[src/rtl/cnn_pkg.sv]
// Shared types and constants for the CNN frame sequencer: FSM encoding,
// error codes and default per-layer row counts.
package cnn_pkg;

    typedef enum logic [2:0] {
        ST_IDLE   = 3'd0,
        ST_LOAD   = 3'd1,
        ST_RUN    = 3'd2,
        ST_ARGMAX = 3'd3,
        ST_DONE   = 3'd4,
        ST_ERROR  = 3'd5
    } state_e;

    localparam logic [1:0] ERR_NONE        = 2'd0;
    localparam logic [1:0] ERR_TIMEOUT     = 2'd1;
    localparam logic [1:0] ERR_EARLY_DENSE = 2'd2;
    localparam logic [1:0] ERR_ROW_OVF     = 2'd3;

    localparam int ROWS1_DEF = 12;
    localparam int ROWS2_DEF = 6;
    localparam int ROWS3_DEF = 3;

    localparam int CLASS_W = 3;

    function automatic logic is_busy(input state_e s);
        return (s == ST_LOAD) || (s == ST_RUN) || (s == ST_ARGMAX);
    endfunction

endpackage

[src/rtl/cnn_argmax.sv]
// Combinational argmax over packed signed scores; strict greater-than so
// ties resolve to the lowest class index.
module cnn_argmax
    import cnn_pkg::*;
#(
    parameter int N_CLASS = 7,
    parameter int DW      = 8
) (
    input  logic [N_CLASS*DW-1:0] scores_i,
    output logic [CLASS_W-1:0]    idx_o,
    output logic [N_CLASS-1:0]    onehot_o
);

    logic signed [DW-1:0] best;
    logic signed [DW-1:0] cur;

    always_comb begin
        best  = $signed(scores_i[DW-1:0]);
        cur   = best;
        idx_o = '0;
        for (int k = 1; k < N_CLASS; k++) begin
            cur = $signed(scores_i[k*DW +: DW]);
            if (cur > best) begin
                best  = cur;
                idx_o = CLASS_W'(k);
            end
        end
        onehot_o = '0;
        for (int k = 0; k < N_CLASS; k++) begin
            onehot_o[k] = (idx_o == CLASS_W'(k));
        end
    end

endmodule

[src/rtl/cnn_sequencer.sv]
// Frame sequencer for the CNN pipeline: kicks the image loader, tracks pool
// rows per layer, captures dense scores, picks the winning class.
module cnn_sequencer
    import cnn_pkg::*;
#(
    parameter int N_CLASS = 7,
    parameter int DW      = 8,
    parameter int ROWS1   = ROWS1_DEF,
    parameter int ROWS2   = ROWS2_DEF,
    parameter int ROWS3   = ROWS3_DEF,
    parameter int TIMEOUT = 1048576
) (
    input  logic                  clk,
    input  logic                  reset,
    input  logic                  start_i,
    input  logic [3:0]            sel_i,
    input  logic                  l1_valid_i,
    input  logic                  l2_valid_i,
    input  logic                  l3_valid_i,
    input  logic                  dense_valid_i,
    input  logic [N_CLASS*DW-1:0] dense_data_i,
    output logic                  img_start_o,
    output logic [3:0]            img_sel_o,
    output logic                  busy_o,
    output logic                  done_o,
    output logic                  err_o,
    output logic [1:0]            err_code_o,
    output logic [CLASS_W-1:0]    class_o,
    output logic [N_CLASS-1:0]    class_onehot_o,
    output logic [15:0]           frame_cnt_o
);

    localparam int C1W = $clog2(ROWS1 + 1);
    localparam int C2W = $clog2(ROWS2 + 1);
    localparam int C3W = $clog2(ROWS3 + 1);
    localparam int WDW = (TIMEOUT > 2) ? $clog2(TIMEOUT) : 1;

    state_e                state_q, state_d;
    logic                  start_q;
    logic                  img_start_q, img_start_d;
    logic [3:0]            img_sel_q, img_sel_d;
    logic                  busy_q, busy_d;
    logic                  done_q, done_d;
    logic                  err_q, err_d;
    logic [1:0]            err_code_q, err_code_d;
    logic [CLASS_W-1:0]    class_q, class_d;
    logic [N_CLASS-1:0]    onehot_q, onehot_d;
    logic [15:0]           frame_cnt_q, frame_cnt_d;
    logic [C1W-1:0]        cnt1_q, cnt1_d;
    logic [C2W-1:0]        cnt2_q, cnt2_d;
    logic [C3W-1:0]        cnt3_q, cnt3_d;
    logic [WDW-1:0]        wd_q, wd_d;
    logic [N_CLASS*DW-1:0] dense_q, dense_d;

    logic                  start_edge;
    logic                  any_pulse;
    logic                  row_ovf;
    logic                  cnt3_full;
    logic [CLASS_W-1:0]    am_idx;
    logic [N_CLASS-1:0]    am_onehot;

    cnn_argmax #(
        .N_CLASS (N_CLASS),
        .DW      (DW)
    ) u_argmax (
        .scores_i (dense_q),
        .idx_o    (am_idx),
        .onehot_o (am_onehot)
    );

    assign start_edge = start_i & ~start_q;
    assign any_pulse  = l1_valid_i | l2_valid_i | l3_valid_i | dense_valid_i;
    assign cnt3_full  = (cnt3_q == C3W'(ROWS3));
    assign row_ovf    = (l1_valid_i && (cnt1_q == C1W'(ROWS1)))
                     || (l2_valid_i && (cnt2_q == C2W'(ROWS2)))
                     || (l3_valid_i && cnt3_full);

    always_comb begin
        state_d     = state_q;
        img_start_d = 1'b0;
        img_sel_d   = img_sel_q;
        err_code_d  = err_code_q;
        class_d     = class_q;
        onehot_d    = onehot_q;
        frame_cnt_d = frame_cnt_q;
        cnt1_d      = cnt1_q;
        cnt2_d      = cnt2_q;
        cnt3_d      = cnt3_q;
        wd_d        = wd_q;
        dense_d     = dense_q;

        case (state_q)
            ST_IDLE, ST_DONE, ST_ERROR: begin
                if (start_edge) begin
                    state_d     = ST_LOAD;
                    img_start_d = 1'b1;
                    img_sel_d   = sel_i;
                    err_code_d  = ERR_NONE;
                    class_d     = '0;
                    onehot_d    = '0;
                    cnt1_d      = '0;
                    cnt2_d      = '0;
                    cnt3_d      = '0;
                end
            end
            ST_LOAD: begin
                state_d = ST_RUN;
                wd_d    = '0;
            end
            ST_RUN: begin
                if (l1_valid_i && (cnt1_q != C1W'(ROWS1))) cnt1_d = cnt1_q + C1W'(1);
                if (l2_valid_i && (cnt2_q != C2W'(ROWS2))) cnt2_d = cnt2_q + C2W'(1);
                if (l3_valid_i && !cnt3_full)              cnt3_d = cnt3_q + C3W'(1);
                wd_d = any_pulse ? '0 : wd_q + WDW'(1);
                // Error causes are checked in priority order: overflow, early dense, timeout.
                if (row_ovf) begin
                    state_d    = ST_ERROR;
                    err_code_d = ERR_ROW_OVF;
                end else if (dense_valid_i && !cnt3_full) begin
                    state_d    = ST_ERROR;
                    err_code_d = ERR_EARLY_DENSE;
                end else if (dense_valid_i) begin
                    state_d = ST_ARGMAX;
                    dense_d = dense_data_i;
                end else if (!any_pulse && (wd_q == WDW'(TIMEOUT - 1))) begin
                    state_d    = ST_ERROR;
                    err_code_d = ERR_TIMEOUT;
                end
            end
            ST_ARGMAX: begin
                state_d     = ST_DONE;
                class_d     = am_idx;
                onehot_d    = am_onehot;
                frame_cnt_d = frame_cnt_q + 16'd1;
            end
            default: state_d = ST_IDLE;
        endcase

        busy_d = is_busy(state_d);
        done_d = (state_d == ST_DONE);
        err_d  = (state_d == ST_ERROR);
    end

    always_ff @(posedge clk) begin
        if (reset) begin
            state_q     <= ST_IDLE;
            start_q     <= 1'b0;
            img_start_q <= 1'b0;
            img_sel_q   <= '0;
            busy_q      <= 1'b0;
            done_q      <= 1'b0;
            err_q       <= 1'b0;
            err_code_q  <= ERR_NONE;
            class_q     <= '0;
            onehot_q    <= '0;
            frame_cnt_q <= '0;
            cnt1_q      <= '0;
            cnt2_q      <= '0;
            cnt3_q      <= '0;
            wd_q        <= '0;
            dense_q     <= '0;
        end else begin
            state_q     <= state_d;
            start_q     <= start_i;
            img_start_q <= img_start_d;
            img_sel_q   <= img_sel_d;
            busy_q      <= busy_d;
            done_q      <= done_d;
            err_q       <= err_d;
            err_code_q  <= err_code_d;
            class_q     <= class_d;
            onehot_q    <= onehot_d;
            frame_cnt_q <= frame_cnt_d;
            cnt1_q      <= cnt1_d;
            cnt2_q      <= cnt2_d;
            cnt3_q      <= cnt3_d;
            wd_q        <= wd_d;
            dense_q     <= dense_d;
        end
    end

    assign img_start_o    = img_start_q;
    assign img_sel_o      = img_sel_q;
    assign busy_o         = busy_q;
    assign done_o         = done_q;
    assign err_o          = err_q;
    assign err_code_o     = err_code_q;
    assign class_o        = class_q;
    assign class_onehot_o = onehot_q;
    assign frame_cnt_o    = frame_cnt_q;

endmodule

[config.mk]
export PLATFORM = sky130hd
export DESIGN_NAME = cnn_sequencer
export DESIGN_NICKNAME = d
export VERILOG_FILES = /design/src/rtl/cnn_pkg.sv /design/src/rtl/cnn_argmax.sv /design/src/rtl/cnn_sequencer.sv
export SDC_FILE = /design/constraint.sdc
export NUM_CORES = 1
export LEC_CHECK = 0
export CAP_MARGIN = 20
export CELL_PAD_IN_SITES_DETAIL_PLACEMENT = 2
export CELL_PAD_IN_SITES_GLOBAL_PLACEMENT = 2
export CORE_MARGIN = 2
export CORE_UTILIZATION = 37
export CTS_BUF_LIST = sky130_fd_sc_hd__clkbuf_16
export DETAILED_ROUTE_END_ITERATION = 6
export DONT_BUFFER_PORTS = 1
export GPL_TIMING_DRIVEN = 0
export PLACE_DENSITY_LB_ADDON = 0.2
export SLEW_MARGIN = 20
export SYNTH_ARGS = -nofsm -noshare
export SYNTH_HDL_FRONTEND = slang
export SYNTH_SLANG_ARGS = --single-unit
[constraint.sdc]
create_clock -name clk -period 16.2 [get_ports clk]
set_input_delay 1.62 -clock clk [delete_from_list [all_inputs] [get_ports clk]]
set_output_delay 1.62 -clock clk [all_outputs]
set_load 0.02 [all_outputs]
==> results.toml, run 1 <==
[outcome]
status = "completed"

[pwr]
combPwrFrac_pct = 3.6
p_int_mw = 0.518
seqPwrFrac_pct = 44.0
clkPwrFrac_pct = 52.5
power_density_mw_per_mm2 = 89.9
leakage_nw = 2.85
p_sw_mw = 0.194
power.total_mw = 0.712
switching_share_pct = 27.2
peakVddDrop_uv = 69.0

[timing]
layout_min_cycle_time_ns = 14.36
fmax_mhz = 69.6
rsz0062_at_grt = "false"
slew_viol_final = 0
worstMarginPinSlew_ns = 0.944
hold_violations = 0
finalCritPeriodShare_pct = 88.7
skew_ns = 0.0126
setup_viol = 0
max_slew_margin_pct = 36.9
tns_ns = 0

[critical_path]
crit_required_ns = 16.57
r2r-start = "dense_q[7]"
worst_path_max_delay_cell = "a31oi_1"
cp.arrival_ns = 14.74
cp_slowest_stage_delay_ns = 0.67
path_class = "register to register"
cp-end-kind = "register"
r2r_cells = 64
r2r_slack_ns = 1.84
path_max_fanout = 10
startpoint_type = "register"
r2r_end = "class_onehot_o[0]"

[synthesis]
ys.flop_type = "dfxtp_1"
synth.net_count = 1036
syn-cell-area_mm2 = 0.00707
yosysSeqAreaShare_pct = 35.4
synth_cell_type_count = 68
ys_ff_latch = 125
post-synth-top-area-fraction_pct = 35.4
avgSynthCellArea_um2 = 7.68
ys_async_sr_fraction_pct = 0
synth.area.top_cells = "dfxtp_1 35%, nand2_1 10%, ha_1 8.7%, a21oi_1 7.4%, nor2_1 4.4%"
ys_warn_count = 0
yosysTopAreaCell = "dfxtp_1"
synth-edff-count = 0
synthCells = 920

[detailed_routing]
ant_nets = 0
vias_per_cell = 5.58
firstDrtPassIters = 4
drc = 0
drtIter0Drc = 181
avgRoutedWirePerCell_um = 19.9
vias = 6619
drt_wl_total_mm = 23.6

[clock_network]
worstSkewPairLatency_ns = 0.44
postCtsSetupBuffers = 0
clockRootBuffer = "clkbuf_16"
hold_buffers = 0
cts_made_buffers = 17
clkSinkCount = 125
cts_htree_levels = 4
cts_tree = "yes"
clockBufferDepth = 2
path_clk_slew_ns = 0.06
cts_resized = 0

[global_route]
use_met1_pct = 28.8
grtUsageTotal_pct = 24.1
use_met3_pct = 6.63
busiest_layer = "met2"
grt-ovfl-total = 0
antenna_found_initial = 0
grt_pass1_wl_mm = 38.0
grt_max_degree = 17
globalRouteMet2Util_pct = 42.8
grt_pass1_vias = 7142

[finish]
diodes = 0
multiInputGateArea_mm2 = 0.00423
final_cell_mix = "192 x nand2_1, 125 x dfxtp_1, 104 x a21oi_1"
layout.cells.most_common = "nand2_1"
stdcell_count = 1186
drive_gt1_share_pct = 5.99
register_area_mm2 = 0.00250
fillers = 2163
area_growth_pct = 12.1
nets = 1055

[run]
cap_viol_max_count = 0

[min_path]
min-delay-start = "dense_q[4]"
worstHoldPathType = "register to register"
min_to = "dense_q[4]"
hold_depth = 2

[placed_design]
port_buffers = 0
placedCellCount = 1154
gp_congestion = 0.826
post-dp-hpwl_mm = 17.5

[die]
coreArea_mm2 = 0.0187
die_y_um = 142
die_width_um = 142
placementRows = 50
start_util_pct = 37.8
dieArea_mm2 = 0.0202
ios = 103
## worst max-delay path: cells and delay by family (launching register included)
kind	cells	cell delay, ns
compound gates	29	6.79
fa+ha+maj	6	1.57
buf+inv	6	1.16
flops	1	0.33
mux	4	1.28
simple gates	19	3.17
## area by class of cell
class,instances,area share [%]
multi-input cells,711,53.4
flip-flops and latches,125,31.6
clock buffers,17,5.37
well taps,234,3.69
plain buffers,42,2.19
inverters,42,1.99
clock inverters,15,1.75
## power groups by stage
| stage | clock network (mW) | registers (mW) | logic (mW) |
|---|---|---|---|
| 5_1_grt | 0.396 | 0.313 | 0.0284 |
| 2_1_floorplan | 0 | 0.319 | 0.0164 |
| 3_3_place_gp | 0 | 0.320 | 0.0248 |
| 3_5_place_dp | 0 | 0.320 | 0.0255 |
| 6_report | 0.374 | 0.313 | 0.0256 |
| 4_1_cts | 0.381 | 0.313 | 0.0260 |
## metal layers
metal / up-vias / share of wire, %
li1: 3258 / -
met1: 3236 / 44
met2: 99 / 49
met3: 26 / 5.3
met4: 0 / 1.2
met5: - / 0
## registers in the layout (all words and copies together), names as in the netlist
register	flops
busy_o	1
err_code_o	2
done_o	1
img_sel_o	4
state_q	3
frame_cnt_o	16
class_onehot_o	7
cnt2_q	3
err_o	1
cnt1_q	4
img_start_o	1
wd_q	20
cnt3_q	2
start_q	1
class_o	3
dense_q	56
## cell usage after synthesis, types with 11 or more instances
cell type,count
mux2i_1,15
a21oi_1,104
nand2_1,192
ha_1,49
clkbuf_1,38
a311oi_1,11
dfxtp_1,125
inv_1,42
xor2_1,18
o21ai_0,27
nor2b_1,18
a31oi_1,13
nand3_1,26
nor2_1,82
nand2b_1,11
nor3_1,14
## logic make-up after synthesis
kind of cell / share of synthesized area (%)
flip-flops: 35.4
adder cells (fa/ha/maj): 8.68
buffers and inverters: 4.69
AND/OR/NAND/NOR: 24.9
XOR/XNOR: 2.73
multiplexers: 3.13
AO/OA/AOI/OAI: 20.4
## how the worst max path moves through the flow
stage	depth (start not counted)	start	endpoint	slack (ns)
2_1_floorplan	64	dense_q[1]	class_onehot_o[1]	4.54
3_3_place_gp	63	dense_q[2]	class_onehot_o[0]	2.31
3_5_place_dp	63	dense_q[2]	class_onehot_o[0]	2.02
4_1_cts	64	dense_q[7]	class_onehot_o[0]	1.79
5_1_grt	64	dense_q[7]	class_onehot_o[0]	0.41
6_report	64	dense_q[7]	class_onehot_o[0]	1.84
## through the flow
stage                     utilization, %  instance area, µm²  worst slack (ns)  hold slack (ns)
after floorplan                        -                7070              4.54            0.436
after global routing                42.4                7920             0.414            0.490
after detailed placement            39.3                7360              2.02            0.453
after global placement              39.3                7360              2.31            0.446
after CTS                           42.4                7920              1.79            0.461
final                               42.4                7920              1.84            0.458
Note: power is estimated with default switching activity, not from simulation.
==> run 2: changes to the inputs <==
--- a/config.mk
+++ b/config.mk
@@ -5,7 +5,6 @@
 export SDC_FILE = /design/constraint.sdc
 export NUM_CORES = 1
 export LEC_CHECK = 0
-export CAP_MARGIN = 20
 export CELL_PAD_IN_SITES_DETAIL_PLACEMENT = 2
 export CELL_PAD_IN_SITES_GLOBAL_PLACEMENT = 2
 export CORE_MARGIN = 2
@@ -14,6 +13,7 @@
 export DETAILED_ROUTE_END_ITERATION = 6
 export DONT_BUFFER_PORTS = 1
 export GPL_TIMING_DRIVEN = 0
+export MAX_ROUTING_LAYER = met4
 export PLACE_DENSITY_LB_ADDON = 0.2
 export SLEW_MARGIN = 20
 export SYNTH_ARGS = -nofsm -noshare
==> run 2 against run 1 <==
Against the previous run:
- sequential share of layout area unchanged
- routed wire length hardly changed
- sequential cell count did not move
- clock power about the same
- critical path depth stayed put
- non-clock buffer count is the same
- hold slack worse by 0.0021 ns
- count of clock-buffer cells in the layout is the same
- die area stayed put
- largest cell class unchanged
==> results.toml, run 2 (synthesis results as in run 1) <==
[critical_path]
startpoint_type = "register"
r2r-start = "dense_q[2]"
worst-path-buf-inv = 6
r2r_cells = 64
path_max_fanout = 10
crit_required_ns = 16.57
path_delay_family = "compound AO/OA/AOI/OAI gates"
startpoint = "dense_q[2]"
cp.arrival_ns = 14.73
cp-end-kind = "register"
worst_path_max_delay_cell = "a31oi_1"
r2r_slack_ns = 1.85
cp_slowest_stage_delay_ns = 0.67
path_class = "register to register"
r2r_end = "class_onehot_o[0]"

[timing]
tns_ns = 0
skew_ns = 0.0105
rsz0062_at_grt = "false"
layout_min_cycle_time_ns = 14.35
max_slew_margin_pct = 37.3
finalCritPeriodShare_pct = 88.6
worst_slack_ns = 1.85
slew_viol_final = 0
fmax_mhz = 69.7
worstMarginPinSlew_ns = 0.936
setup_viol = 0
hold_violations = 0

[pwr]
p_sw_mw = 0.194
combPwrFrac_pct = 3.6
seqPwrFrac_pct = 43.9
power_density_mw_per_mm2 = 89.9
switching_share_pct = 27.3
peakVddDrop_uv = 68.7
clkPwrFrac_pct = 52.5
leakage_nw = 2.85
p_int_mw = 0.518

[finish]
layout.cells.most_common = "nand2_1"
drive_gt1_share_pct = 5.99
final_cell_mix = "192 x nand2_1, 125 x dfxtp_1, 104 x a21oi_1"
top_register = "dense_q"
post-route-util_pct = 42.4
area_growth_pct = 12.1
diodes = 0
stdcell_count = 1186
nets = 1055
largest_reg_flops = 56

[min_path]
min-delay-start = "dense_q[7]"
hold_depth = 2
min_to = "dense_q[7]"
worstHoldPathType = "register to register"

[placed_design]
placedCellCount = 1154
dp_slack_ns = 2.02
gp_congestion = 0.839
port_buffers = 0
post-dp-hpwl_mm = 17.5

[clock_network]
clockBufferDepth = 2
cts_made_buffers = 17
cts_resized = 0
cts_tree = "yes"
path_clk_slew_ns = 0.07
clockRootBuffer = "clkbuf_16"
hold_buffers = 0
worstSkewPairLatency_ns = 0.44
clkSinkCount = 125
postCtsSetupBuffers = 0
cts_htree_levels = 4

[run]
cap_viol_max_count = 0

[detailed_routing]
drc = 0
drt_wl_total_mm = 23.6
drtIter0Drc = 207
ant_nets = 0
avgRoutedWirePerCell_um = 19.9
vias_per_cell = 5.56
firstDrtPassIters = 5
vias = 6598

[global_route]
grt_pass1_vias = 7145
grtUsageTotal_pct = 24.9
grt_pass1_wl_mm = 38.1
grt_max_degree = 17
grt-ovfl-total = 0
antenna_found_initial = 0

[die]
placementRows = 50
die_y_um = 142
coreArea_mm2 = 0.0187
start_util_pct = 37.8
die_width_um = 142
dieArea_mm2 = 0.0202
ios = 103

[outcome]
status = "completed"
==> run 2: worst min-delay path, cell delays in order (launching register included) <==
cell and delay, ns:
dfxtp_1 0.31, nand2_1 0.05, a21oi_1 0.05
==> run 2: worst max-delay path by stage <==
stage,endpoint,slack (ns),cells past startpoint
final,class_onehot_o[0],1.85,64
after global routing,class_onehot_o[0],0.40,64
after CTS,class_onehot_o[0],1.79,64
after detailed placement,class_onehot_o[0],2.02,63
after global placement,class_onehot_o[0],2.31,63
after floorplan,class_onehot_o[1],4.54,64
==> run 2: power by group through the flow <==
stage	Combinational (mW)	Clock (mW)	Sequential (mW)
detailed placement	0.0255	0	0.320
global placement	0.0248	0	0.320
CTS	0.0260	0.381	0.313
global route	0.0284	0.396	0.313
finish	0.0256	0.374	0.313
floorplan	0.0164	0	0.319
==> run 2: metal layers <==
| layer | global-route usage, % | routed length [µm] | up-vias |
|---|---|---|---|
| li1 | - | - | 3255 |
| met1 | 28.9 | 10500 | 3226 |
| met3 | 6.43 | 1230 | 20 |
| met2 | 42.8 | 11600 | 97 |
| met4 | 6.42 | 263 | 0 |
| met5 | - | 0 | - |
==> run 2: layout make-up <==
type,count,area [µm²]
Tap cell,234,293
Clock inverter,15,139
Inverter,42,158
Fill cell,2163,10800
Multi-Input combinational cell,711,4230
Buffer,42,174
Clock buffer,17,425
Sequential cell,125,2500
==> run 2: stage by stage <==
stage	cell area [µm²]	hold WS [ns]	total power, mW
floorplan	7070	0.436	0.336
global placement	7360	0.446	0.345
detailed placement	7360	0.453	0.346
CTS	7920	0.461	0.720
global route	7920	0.490	0.738
finish	7920	0.456	0.713
